## config.mk

```make
export PLATFORM = sky130hd
export DESIGN_NAME = game_round_ctrl_flat
export DESIGN_NICKNAME = d
export VERILOG_FILES = /design/src/rtl/game_round_ctrl_if.sv /design/src/rtl/game_round_ctrl.sv /design/src/flat_wrapper.sv
export SDC_FILE = /design/constraint.sdc
export NUM_CORES = 1
export LEC_CHECK = 0
export ABC_AREA = 1
export BUFFER_PORTS_ARGS = -buffer_cell sky130_fd_sc_hd__buf_2
export CORE_ASPECT_RATIO = 0.8
export CORE_MARGIN = 1.5
export CORE_UTILIZATION = 48
export DETAILED_ROUTE_END_ITERATION = 12
export GPL_TIMING_DRIVEN = 0
export PLACE_DENSITY_LB_ADDON = 0.08
export REMOVE_ABC_BUFFERS = 1
export SLEW_MARGIN = 0
export SYNTH_ARGS = -nofsm -noshare
export SYNTH_HDL_FRONTEND = slang
export SYNTH_SLANG_ARGS = --single-unit
```

## constraint.sdc

```tcl
create_clock -name clk -period 2.25 [get_ports clk]
set_clock_uncertainty 0.2 [all_clocks]
set_input_delay 0.1125 -clock clk [delete_from_list [all_inputs] [get_ports clk]]
set_output_delay 0.1125 -clock clk [all_outputs]
set_load 0.005 [all_outputs]
```

## src/rtl/game_round_ctrl_if.sv

```systemverilog
// game_round_ctrl_if: tick/start/enable/height inputs and round status outputs of the round controller
interface game_round_ctrl_if #(
  parameter int NUM_PLAYERS = 4,
  parameter int HEIGHT_W    = 9,
  parameter int CNT_W       = 8,
  parameter int SCORE_W     = 16
);
  localparam int ID_W = NUM_PLAYERS > 1 ? $clog2(NUM_PLAYERS) : 1;
  logic                            tick_i;
  logic                            start_i;
  logic [NUM_PLAYERS-1:0]          player_en_i;
  logic [NUM_PLAYERS*HEIGHT_W-1:0] heights_i;
  logic [NUM_PLAYERS-1:0]          in_play_o;
  logic [NUM_PLAYERS-1:0]          alive_o;
  logic                            enable_board_o;
  logic [1:0]                      state_o;
  logic [CNT_W-1:0]                countdown_o;
  logic [SCORE_W-1:0]              score_o;
  logic                            game_over_o;
  logic                            winner_valid_o;
  logic [ID_W-1:0]                 winner_id_o;
  modport master (
    output tick_i, start_i, player_en_i, heights_i,
    input  in_play_o, alive_o, enable_board_o, state_o, countdown_o, score_o,
           game_over_o, winner_valid_o, winner_id_o
  );
  modport slave (
    input  tick_i, start_i, player_en_i, heights_i,
    output in_play_o, alive_o, enable_board_o, state_o, countdown_o, score_o,
           game_over_o, winner_valid_o, winner_id_o
  );
endinterface

```

## src/rtl/game_round_ctrl.sv

```systemverilog
// game_round_ctrl: N-lane round controller (lock players, countdown, death detection, score, winner/draw)
module game_round_ctrl #(
  parameter int NUM_PLAYERS     = 4,
  parameter int HEIGHT_W        = 9,
  parameter int FLOOR_H         = 0,
  parameter int CEIL_H          = 479,
  parameter int COUNTDOWN_TICKS = 240,
  parameter int CNT_W           = 8,
  parameter int SCORE_W         = 16
) (
  input logic               clk,
  input logic               rst_n,
  game_round_ctrl_if.slave  bus
);
  localparam int ID_W = NUM_PLAYERS > 1 ? $clog2(NUM_PLAYERS) : 1;
  localparam logic [HEIGHT_W-1:0] FLOOR_V = HEIGHT_W'(FLOOR_H);
  localparam logic [HEIGHT_W-1:0] CEIL_V  = HEIGHT_W'(CEIL_H);
  localparam logic [CNT_W-1:0]    CD_V    = CNT_W'(COUNTDOWN_TICKS);
  typedef enum logic [1:0] {IDLE, COUNTDOWN, RUN, OVER} state_t;
  state_t                 state_q;
  logic                   start_q, enable_board_q, game_over_q, winner_valid_q;
  logic [NUM_PLAYERS-1:0] in_play_q, alive_q, alive_d;
  logic [CNT_W-1:0]       countdown_q;
  logic [SCORE_W-1:0]     score_q;
  logic [ID_W-1:0]        winner_id_q, winner_id_d;
  logic [3:0]             n_d, a_d;
  logic                   start_edge, end_d, solo_d;
  assign start_edge = bus.start_i & ~start_q;
  // Candidate alive vector for this tick; only consumed on a RUN tick
  always_comb begin
    alive_d     = alive_q;
    n_d         = '0;
    a_d         = '0;
    winner_id_d = '0;
    for (int i = 0; i < NUM_PLAYERS; i++) begin
      if (bus.heights_i[i*HEIGHT_W +: HEIGHT_W] <= FLOOR_V ||
          bus.heights_i[i*HEIGHT_W +: HEIGHT_W] >= CEIL_V) alive_d[i] = 1'b0;
      n_d = n_d + 4'(in_play_q[i]);
      a_d = a_d + 4'(alive_d[i]);
      if (alive_d[i]) winner_id_d = ID_W'(i);
    end
  end
  assign solo_d = n_d >= 4'd2 && a_d == 4'd1;
  assign end_d  = (n_d >= 4'd2 && a_d <= 4'd1) || (n_d == 4'd1 && a_d == 4'd0);
  always_ff @(posedge clk or negedge rst_n) begin
    if (!rst_n) begin
      state_q        <= IDLE;
      start_q        <= 1'b1;
      in_play_q      <= '0;
      alive_q        <= '0;
      enable_board_q <= 1'b0;
      countdown_q    <= '0;
      score_q        <= '0;
      game_over_q    <= 1'b0;
      winner_valid_q <= 1'b0;
      winner_id_q    <= '0;
    end else begin
      start_q     <= bus.start_i;
      game_over_q <= 1'b0;
      case (state_q)
        IDLE: if (start_edge && |bus.player_en_i) begin
          state_q        <= COUNTDOWN;
          in_play_q      <= bus.player_en_i;
          alive_q        <= bus.player_en_i;
          countdown_q    <= CD_V;
          score_q        <= '0;
          winner_valid_q <= 1'b0;
          winner_id_q    <= '0;
        end
        COUNTDOWN: if (bus.tick_i) begin
          if (countdown_q == '0) begin
            state_q        <= RUN;
            enable_board_q <= 1'b1;
          end else countdown_q <= countdown_q - 1'b1;
        end
        RUN: if (bus.tick_i) begin
          score_q <= &score_q ? score_q : score_q + 1'b1;
          alive_q <= alive_d;
          if (end_d) begin
            state_q        <= OVER;
            enable_board_q <= 1'b0;
            game_over_q    <= 1'b1;
            winner_valid_q <= solo_d;
            winner_id_q    <= solo_d ? winner_id_d : '0;
          end
        end
        OVER: if (start_edge) begin
          state_q        <= IDLE;
          in_play_q      <= '0;
          alive_q        <= '0;
          countdown_q    <= '0;
          score_q        <= '0;
          winner_valid_q <= 1'b0;
          winner_id_q    <= '0;
        end
        default: state_q <= IDLE;
      endcase
    end
  end
  assign bus.state_o        = state_q;
  assign bus.in_play_o      = in_play_q;
  assign bus.alive_o        = alive_q;
  assign bus.enable_board_o = enable_board_q;
  assign bus.countdown_o    = countdown_q;
  assign bus.score_o        = score_q;
  assign bus.game_over_o    = game_over_q;
  assign bus.winner_valid_o = winner_valid_q;
  assign bus.winner_id_o    = winner_id_q;
endmodule

```

## src/flat_wrapper.sv

```systemverilog
// flat-port wrapper written by rule: the top's interface ports become plain ports
module game_round_ctrl_flat 
#(
  parameter int NUM_PLAYERS     = 4,
  parameter int HEIGHT_W        = 9,
  parameter int FLOOR_H         = 0,
  parameter int CEIL_H          = 479,
  parameter int COUNTDOWN_TICKS = 240,
  parameter int CNT_W           = 8,
  parameter int SCORE_W         = 16
)
  (clk, rst_n, bus_tick_i, bus_start_i, bus_player_en_i, bus_heights_i, bus_in_play_o, bus_alive_o, bus_enable_board_o, bus_state_o, bus_countdown_o, bus_score_o, bus_game_over_o, bus_winner_valid_o, bus_winner_id_o);
  game_round_ctrl_if #(.NUM_PLAYERS(NUM_PLAYERS), .HEIGHT_W(HEIGHT_W), .CNT_W(CNT_W), .SCORE_W(SCORE_W)) bus_i ();
  input logic clk;
  input logic rst_n;
  input wire logic [$bits(bus_i.tick_i)-1:0] bus_tick_i;
  input wire logic [$bits(bus_i.start_i)-1:0] bus_start_i;
  input wire logic [$bits(bus_i.player_en_i)-1:0] bus_player_en_i;
  input wire logic [$bits(bus_i.heights_i)-1:0] bus_heights_i;
  output wire logic [$bits(bus_i.in_play_o)-1:0] bus_in_play_o;
  output wire logic [$bits(bus_i.alive_o)-1:0] bus_alive_o;
  output wire logic [$bits(bus_i.enable_board_o)-1:0] bus_enable_board_o;
  output wire logic [$bits(bus_i.state_o)-1:0] bus_state_o;
  output wire logic [$bits(bus_i.countdown_o)-1:0] bus_countdown_o;
  output wire logic [$bits(bus_i.score_o)-1:0] bus_score_o;
  output wire logic [$bits(bus_i.game_over_o)-1:0] bus_game_over_o;
  output wire logic [$bits(bus_i.winner_valid_o)-1:0] bus_winner_valid_o;
  output wire logic [$bits(bus_i.winner_id_o)-1:0] bus_winner_id_o;
  assign bus_i.tick_i = bus_tick_i;
  assign bus_i.start_i = bus_start_i;
  assign bus_i.player_en_i = bus_player_en_i;
  assign bus_i.heights_i = bus_heights_i;
  assign bus_in_play_o = bus_i.in_play_o;
  assign bus_alive_o = bus_i.alive_o;
  assign bus_enable_board_o = bus_i.enable_board_o;
  assign bus_state_o = bus_i.state_o;
  assign bus_countdown_o = bus_i.countdown_o;
  assign bus_score_o = bus_i.score_o;
  assign bus_game_over_o = bus_i.game_over_o;
  assign bus_winner_valid_o = bus_i.winner_valid_o;
  assign bus_winner_id_o = bus_i.winner_id_o;
  game_round_ctrl #(.NUM_PLAYERS(NUM_PLAYERS), .HEIGHT_W(HEIGHT_W), .FLOOR_H(FLOOR_H), .CEIL_H(CEIL_H), .COUNTDOWN_TICKS(COUNTDOWN_TICKS), .CNT_W(CNT_W), .SCORE_W(SCORE_W)) u_core (.clk(clk), .rst_n(rst_n), .bus(bus_i));
endmodule
```

==> Word-level counts from Yosys, hierarchy flattened <==
Cells that the tools add are included.
{ "classes": {"reduce_logical": 25, "n_bitwise": 2, "order_cmp": 10, "n_mux": 47, "add_sub_neg": 8, "n_eq_ne": 13} }
{ "ops": {"columns": ["op", "count"], "rows": [
  ["$mux W16", 4],
  ["$pmux W16 S3", 1],
  ["$ge A9 B9 Y1 const B", 4],
  ["$le A9 B1 Y1 const B", 4],
  ["$mux W8", 4],
  ["$mux W2", 12],
  ["$pmux W8 S3", 1],
  ["$reduce_and A5 Y1", 4],
  ["$add A16 B1 Y16 const B", 1],
  ["$add A4 B1 Y4", 4],
  ["$mux W1", 16],
  ["$reduce_and A16 Y1", 1],
  ["$mux W4", 3],
  ["$pmux W4 S3", 1],
  ["$eq A4 B1 Y1 const B", 2],
  ["$logic_not A8 Y1", 1],
  ["$ne A2 B1 Y1 const B", 4],
  ["$ne A2 B2 Y1 const B", 4],
  ["$pmux W2 S4", 1],
  ["$pmux W4 S2", 1],
  ["$sub A8 B1 Y8 const B", 1],
  ["$pmux W2 S3", 1],
  ["$reduce_and A6 Y1", 1],
  ["$reduce_bool A3 Y1", 2],
  ["17 further kinds", 27]
]} }
{ "totals": {"output_inout_bits": 39, "ff_bits": 40, "inputBits": 44, "wordCells": 115} }

==> Longest topological paths before layout <==
Gate-level depths: netlist (run 1).
{ "logic_depth": {"word_depth": 12, "mapped_depth": 17, "ltp_nobuf": 17} }

==> Least setup slack after synthesis (run 1) <==
No wires, ideal clock.
{ "synth_timing": {"path_kind": "register -> register", "start": "register u_core.alive_q[0], in the netlist u_core.bus.alive_o[0]", "end": "register u_core.winner_id_q[0], in the netlist u_core.bus.winner_id_o[0]", "path_stages_with_launch": 16, "setup_time_ps": 65, "arrival_ps": 2157, "path_buffers": 0, "required_ps": 1985, "synth_period_minus_slack_ps": 2422, "setup_slack_ps": -172, "cell_sequence": "dfrtp_1 > inv_1 > nor2_1 > nand2_1 > inv_1 > ha_1 > fa_1 > inv_1 > ha_1 > nor3_1 > nand2_1 > nand2_1 > nand3_1 > nor2_1 > nand2_1 > nand2_1"} }
{ "synth_via": {"elab_chain_cells": 10} }
{ "synth_lines": {"columns": ["item", "line_no", "text"], "rows": [
  ["start: declaration", "game_round_ctrl.sv:22", "logic [NUM_PLAYERS-1:0] in_play_q, alive_q, alive_d;"],
  ["start signal: assignment", "game_round_ctrl.sv:64", "alive_q <= bus.player_en_i;"],
  ["start signal: assignment", "game_round_ctrl.sv:78", "alive_q <= alive_d;"],
  ["$mux W1 *", "game_round_ctrl.sv:36", "if (bus.heights_i[i*HEIGHT_W +: HEIGHT_W] <= FLOOR_V ||"],
  ["$add A1 B1 Y2 *", "game_round_ctrl.sv:39", "a_d = a_d + 4'(alive_d[i]);"],
  ["$add A4 B1 Y4 * (2 in series)", "game_round_ctrl.sv:39", null],
  ["parallel branches: the longest is 6 deep, another holds $le A4 B1 Y1", null, null],
  ["end signal: assignment", "game_round_ctrl.sv:84", "winner_id_q <= solo_d ? winner_id_d : '0;"],
  ["end: declaration", "game_round_ctrl.sv:25", "logic [ID_W-1:0] winner_id_q, winner_id_d;"]
]} }
Mark *: on every way between the ends. The select of a mux whose other input is x is not followed.
A chain may end at the register's enable or synchronous reset.

==> Worst setup path in the final report (run 1) <==
{ "layout_timing": {"start": "register u_core.alive_q[0], in the netlist u_core.bus.alive_o[0]", "end": "register u_core.state_q[1], in the netlist u_core.bus.state_o[1]"} }
{ "layout_via": {"elab_chain_cells": 9} }
{ "layout_lines": {"columns": ["item", "line_no", "text"], "rows": [
  ["$mux W1 *", "game_round_ctrl.sv:36", null],
  ["$add A1 B1 Y2 *", "game_round_ctrl.sv:39", null],
  ["$add A4 B1 Y4 * (2 in series)", "game_round_ctrl.sv:39", null],
  ["$le A4 B1 Y1 / $logic_not A4 Y1 (equally long branches)", "game_round_ctrl.sv:44", "assign end_d = (n_d >= 4'd2 && a_d <= 4'd1) || (n_d == 4'd1 && a_d == 4'd0);"],
  ["$logic_and A1 B1 Y1", "game_round_ctrl.sv:44", null],
  ["$logic_or A1 B1 Y1 *", "game_round_ctrl.sv:44", null],
  ["$ne A2 B1 Y1 (no line) *", null, null],
  ["$reduce_and A6 Y1 (no line) *", null, null],
  ["end signal: assignment", "game_round_ctrl.sv:47", "state_q <= IDLE;"],
  ["end signal: assignment", "game_round_ctrl.sv:62", "state_q <= COUNTDOWN;"],
  ["end signal: assignment", "game_round_ctrl.sv:72", "state_q <= RUN;"],
  ["end: declaration", "game_round_ctrl.sv:20", "state_t state_q;"]
]} }
Every way passes the cells marked *; elsewhere a longest branch is shown, timed or not.

==> summary.txt, run 1 <==
Status
  • Status: finished, violations left
  • Failing checks: negative setup slack

Pwr
  • Cell Int Power: approximately 2.2 mW
  • Leak: 1.967 nW
  • PD cells: around 1100 nW/um^2
  • Reg power frac: 24.5%
  • Sw Pwr: slightly above 2 mW
  • Worst vdd ir: ~0.00042 V
  • Clock power frac: between 10 and 15%
  • Comb power frac: between 60% and 70%
  • Sw Share: 47.87%

Layout
  • Area grow syn2layout: 28.42%
  • Ant. Diodes: 0
  • Layout cells sized above 1: 27.76%
  • Register area: around 1000 sq um
  • # nets final: roughly 590
  • Layout Cells excl Fill: just over 600
  • Final Instance Area: roughly 3800 sq um
  • Layout Utilization: 63.60%
  • Filler instances: roughly 570
  • Multi-input gate area: 1821 sq um
  • Leading cell type in the layout, fill and taps excluded: nand2_1
  • Commonest cells after routing, fill and taps aside: 130 x nand2_1, 82 x buf_2, 61 x nor2_1

Run
  • Max cap viols: 0

Drt
  • DRT Pass-1 Iters: 4
  • DRT Wirelength: 7.107 mm
  • Post-route ant nets: 0
  • Vias: between 2000 and 3000
  • Post-route DRC: 0
  • Detailed Route Iter0 Violations: ~120
  • Vias per Instance: 4.774
  • Wire per inst: 11.71 um

Yosys
  • Post-synth top area cell: dfrtp_1
  • Synth top area share: roughly 33%
  • Mapped Cells: ~430
  • Yosys warnings: 0
  • Register area share after synthesis: between 30 and 40%
  • Synth area leaders: dfrtp_1 33%, nand2_1 17%, nor2_1 8.2%
  • Synth Register Bits: 40
  • Synthesized cell area: 2928 sq um
  • Post-synth cell types: 32
  • Mapped Avg Cell Area: ~7 sq um

Clock tree
  • CTS HTree Levels: 2
  • Clock Tree Root: clkbuf_8
  • Clock-pin slew on the worst setup and hold paths: about 0.08 ns
  • Clock Sinks: 40
  • Max Root-Sink Buffers: 2
  • CTS tree: done
  • CTS Buf Count: 5
  • Worst-Skew Late Latency: roughly 0.30 ns

Floorplanning
  • Top Ports: 83
  • Die height: between 70 and 80 um
  • Die area: 6580 sq um
  • DIE WIDTH: ~90 um
  • Initial Util: 49.52%
  • Core Area: 5912 sq um
  • Row count: 25

STA
  • RSZ-0062 raised after global routing: true
  • Setup total negative slack: -0.7676 ns
  • Pins over their slew limit: 0
  • Post-layout min period: between 2 and 2.5 ns
  • Slew HR: approximately two fifths
  • Worst setup margin: -0.1302 ns
  • Setup violators final: 7
  • Final hold vios: 0
  • Worst-margin pin slew: approximately 0.89 ns
  • Max Freq: about 420 MHz
  • Fin crit share: 105.8%

Worst setup path
  • Reg-to-Reg Start: u_core.bus.alive_o[0]
  • Worst EP required: around 2.3 ns
  • Critical Path Sink Type: register
  • Crit path from: u_core.bus.alive_o[0]
  • Arr. time, crit path: between 2 and 2.5 ns
  • Worst setup path category: register to register
  • Crit-path max FO: 3
  • Startpoint class of the critical path: register

Placed design
  • Gpl congestion: roughly 0.81
  • Dpl cell area: about 3400 sq um
  • Dpl cells: 583
  • Post-DP HPWL: 5.075 mm
  • Place WS: -0.5014 ns
  • I/O Buffers: 82

Global routing
  • Initial antenna violation count: 0
  • Vias in the first global route: 2835
  • First-pass GRT wire length: between 10 and 15 mm
  • Global router's overall resource usage: ~23%
  • GRT Residual Overflow: 0
  • Largest net degree at the start of global routing: 41

Hold path
  • Min-delay worst type: input port to register
  • Hold_sp: bus_heights_i[7]
[cells in the mapped netlist, drive strengths merged]
cell    count
nand2     137
nor2       69
inv        55
dfrtp      39
nand3      31
o21ai      26
ha         14
xor2       13
nand4      11
nor3        8
a21oi       7
buf         4
clkbuf      2
fa          2
or2         2
and2        1
dfstp       1
nor3b       1
o21a        1
o21bai      1
o22ai       1
[logic make-up (layout without fill, tap and decap cells)]
group	after synthesis	after routing	share of synthesized area, %
compound gates	36	36	6.881
flops	40	40	34.23
fa+ha+maj	16	16	7.351
buf+inv	61	160	8.675
simple gates	260	261	38.97
xor+xnor	13	13	3.889
[layout make-up]
cell class                 count  share of cell area, %
clock buffer                   6                  1.930
clock inverter                 2                 0.3328
inverter                      55                  5.591
multi-input combinational    326                  48.42
sequential                    40                  26.66
tap                           81                  2.695
timing repair buffer          97                  14.38
[state kept, by name (all words and copies together) (netlist names)]
register,flops
u_core.start_q,1
u_core.bus.enable_board_o,1
u_core.bus.score_o,16
u_core.bus.winner_valid_o,1
u_core.bus.countdown_o,8
u_core.bus.winner_id_o,2
u_core.bus.state_o,2
u_core.bus.in_play_o,4
u_core.bus.game_over_o,1
u_core.bus.alive_o,4
[metrics by stage]
step           hold WS (ns)  power [mW]
6_report            0.06471       4.272
4_1_cts             0.05925       4.102
5_1_grt              0.1041       4.714
2_1_floorplan       -0.3831       2.532
3_5_place_dp        0.03181       3.147
3_3_place_gp        0.02934       3.105
[critical path, cell delays in order, from the launching register on]
cell and delay [ns]:
dfrtp_1 0.39, inv_1 0.06, nor2_1 0.03, nand2_1 0.08, inv_2 0.05, ha_4 0.23, fa_2 0.37, inv_2 0.08
ha_4 0.21, nor3_4 0.13, nand2_2 0.09, nand3_2 0.10, nand3_1 0.12, nand2_1 0.08, nand2_1 0.05
[final timing paths]
| check | cells after the start | endpoint | slack, ns |
|---|---|---|---|
| hold / removal | 6 | u_core.bus.alive_o[0] | 0.06 |
| min in group asynchronous | 2 | u_core.bus.in_play_o[3] | 0.27 |
| setup reg to reg | 14 | u_core.bus.state_o[1] | -0.13 |
| setup / recovery | 14 | u_core.bus.state_o[1] | -0.13 |
| max in group asynchronous | 2 | u_core.bus.score_o[12] | 1.02 |
| hold reg to reg | 2 | u_core.bus.winner_id_o[1] | 0.28 |
[metal layers]
layer,track usage [%],wire length [um],share of wire (%),up-vias
met5,0,0,0,-
met4,4.762,38,0.53,0
met3,5.313,246,3.5,4
met2,39.31,3275,46,49
met1,30.69,3547,50,1305
li1,-,-,-,1540
[power groups by stage]
stage / clock (mW) / sequential (mW) / combinational [mW]
4_1_cts: 0.504 / 1.05 / 2.55
6_report: 0.485 / 1.05 / 2.74
2_1_floorplan: 0 / 1.06 / 1.47
3_5_place_dp: 0 / 1.06 / 2.08
3_3_place_gp: 0 / 1.06 / 2.05
5_1_grt: 0.523 / 1.08 / 3.11
[what timing repair did]
action | 4_1_cts | 5_1_grt
hold endpoints to repair | 46 | 0
gates cloned | 0 | 1
buffers inserted | 7 | 1
hold buffers | 7 | 0
gates resized for setup | 24 | 7
endpoints found under the setup margin | 25 | 18
pin swaps | 15 | 2
(Power assumes the default switching activity.)
==> run 2: changes to the inputs <==
- RECOVER_POWER: not set -> 100
==> summary.txt, run 2 (synthesis gave the netlist of run 1 again) <==
Status
  • Status: finished, violations left
  • Failing checks: negative setup slack

STA
  • RSZ-0062 raised after global routing: true
  • Hold Slack: 0.06436 ns (-0.0003445 ns)
  • Slew HR: 33.77% (-6.7 points)
  • Setup violators final: 7 (unchanged)
  • Worst-margin pin slew: 0.9934 ns (+0.1010 ns)
  • Worst setup margin: -0.1293 ns (+0.0009110 ns)
  • Fin crit share: 105.7% (about the same)
  • Post-layout min period: 2.379 ns (-0.0009110 ns)
  • Max Freq: 420.3 MHz (about the same)
  • Pins over their slew limit: 0 (unchanged)
  • Final hold vios: 0 (unchanged)

Drt
  • DRT Wirelength: 7.066 mm (-0.58%)
  • DRT Pass-1 Iters: 4 (unchanged)
  • Vias: 2914 (+0.55%)
  • Detailed Route Iter0 Violations: 117 (-4.1%)
  • Wire per inst: 11.64 um (-0.58%)
  • Post-route DRC: 0 (unchanged)
  • Post-route ant nets: 0 (unchanged)
  • Vias per Instance: 4.801 (+0.55%)

Floorplanning
  • Initial Util: 49.52% (unchanged)
  • Core Area: 5912 sq um (unchanged)
  • Die area: 6580 sq um (unchanged)
  • Row count: 25 (unchanged)
  • DIE WIDTH: 90.32 um (unchanged)
  • Die height: 72.86 um (unchanged)
  • Top Ports: 83 (unchanged)

Global routing
  • First-pass GRT wire length: 12.34 mm (unchanged)
  • Initial antenna violation count: 0 (unchanged)
  • Largest net degree at the start of global routing: 41 (unchanged)
  • Global router's overall resource usage: 23.18% (unchanged)
  • GRT Residual Overflow: 0 (unchanged)
  • Vias in the first global route: 2835 (unchanged)

Layout
  • Area grow syn2layout: 26.32%
  • Ant. Diodes: 0 (unchanged)
  • Layout cells sized above 1: 23.19% (-4.6 points)
  • Leading cell type in the layout, fill and taps excluded: nand2_1
  • Filler instances: 585 (+3.5%)
  • Commonest cells after routing, fill and taps aside: 130 x nand2_1, 62 x buf_2, 61 x nor2_1
  • Largest register FFs: 16 (unchanged)
  • # nets final: 585 (unchanged)
  • Final Instance Area: 3699 sq um (-1.6%)

Worst setup path
  • Family with the most delay on the worst path: adder cells
  • Startpoint class of the critical path: register
  • Worst path bufs/invs: 3 (unchanged)
  • Worst setup path category: register to register
  • Critical Path Sink Type: register
  • Most used cell, CP: nand2_1
  • Worst EP required: 2.25 ns (about the same)
  • Crit-path max FO: 3 (unchanged)
  • Slowest stage delay, CP: 0.39 ns (about the same)
  • Critical path cell sequence: inv_1 -> nor2_1 -> nand2_1 -> inv_2 -> ha_4 -> fa_2 -> inv_2 -> ha_4 -> nor3_4 -> nand2_2 -> nand3_2 -> nand3_1 -> nand2_1 -> nand2_1
  • CP max stage cell: dfrtp_1
  • Arr. time, crit path: 2.38 ns (about the same)

Clock tree
  • CTS HTree Levels: 2 (unchanged)
  • Max Root-Sink Buffers: 2 (unchanged)
  • CTS Buf Count: 5 (unchanged)
  • Clock Sinks: 40 (unchanged)
  • Clock-pin slew on the worst setup and hold paths: 0.08 ns (about the same)
  • Worst-Skew Late Latency: 0.30 ns (about the same)
  • CTS tree: done
  • Clock Tree Root: clkbuf_8

Pwr
  • Leak: 1.887 nW (-4.1%)
  • PD cells: 1132 nW/um^2 (-0.38%)
  • Worst vdd ir: 0.0004115 V (-1.7%)

Run
  • Max cap viols: 0 (unchanged)

Placed design
  • Dpl cell area: 3392 sq um (unchanged)
  • Post-DP HPWL: 5.075 mm (unchanged)
  • Gpl congestion: 0.8132 (unchanged)
  • I/O Buffers: 82 (unchanged)

Hold path
  • Min-delay worst type: input port to register
[run 2: tightest hold or removal path: cells and delay by family]
kind	cells	cell delay (ns)
buffers and inverters	1	0.11
and+or+nand+nor	5	0.31
[run 2: final cells by class]
cell class | count | area [sq um] | share of cell area [%]
inverter | 55 | 210.2 | 5.683
multi-input combinational | 326 | 1783 | 48.21
clock buffer | 6 | 72.57 | 1.962
sequential | 40 | 1002 | 27.10
timing repair buffer | 97 | 516.7 | 13.97
tap | 81 | 101.3 | 2.740
clock inverter | 2 | 12.51 | 0.3383
[run 2: path summary, 6_finish.rpt]
kind                            slack (ns)                        end  cells after the start                      start
worst min register to register        0.28  u_core.bus.winner_id_o[1]                      2  u_core.bus.winner_id_o[1]
worst max-delay path                 -0.13      u_core.bus.state_o[1]                     14      u_core.bus.alive_o[0]
min in group asynchronous             0.31  u_core.bus.countdown_o[0]                      2                      rst_n
worst max register to register       -0.13      u_core.bus.state_o[1]                     14      u_core.bus.alive_o[0]
worst min-delay path                  0.06      u_core.bus.alive_o[0]                      6           bus_heights_i[7]
max in group asynchronous             0.93     u_core.bus.score_o[12]                      2                      rst_n
[run 2: through the flow]
| step | setup WS, ns | setup TNS [ns] | total power [mW] | cells | utilization [%] |
|---|---|---|---|---|---|
| detailed placement | -0.5014 | -6.611 | 3.147 | 583 | 57.38 |
| floorplan | -0.1835 | -0.8291 | 2.532 | 420 | - |
| global route | -0.2223 | -2.698 | 4.627 | 607 | 62.56 |
| global placement | -0.4768 | -6.110 | 3.105 | 583 | 57.38 |
| finish | -0.1293 | -0.7928 | 4.187 | 607 | 62.56 |
| CTS | -0.09147 | -0.5582 | 4.102 | 605 | 62.69 |
[run 2: per-layer routing]
layer	global-route usage (%)	vias up	wire (um)
li1	-	1536	-
met5	0	-	0
met3	5.313	5	286
met2	39.31	52	3239
met1	30.69	1321	3485
met4	4.762	0	54
[run 2: report_power, final]
| group | leakage (nW) | total, mW | internal [mW] | switching, mW |
|---|---|---|---|---|
| Combinational | 1.33 | 2.65 | 1.06 | 1.60 |
| Clock | 0.0412 | 0.484 | 0.217 | 0.267 |
| Sequential | 0.517 | 1.05 | 0.904 | 0.146 |
[run 2: repair_timing]
action | 4_1_cts | 5_1_grt
cloned | 0 | 1
hold endpoints to repair | 46 | 0
buffers inserted | 7 | 1
hold buffers | 7 | 0
gates resized for setup | 24 | 7
pin swaps | 15 | 2
endpoints found under the setup margin | 25 | 18
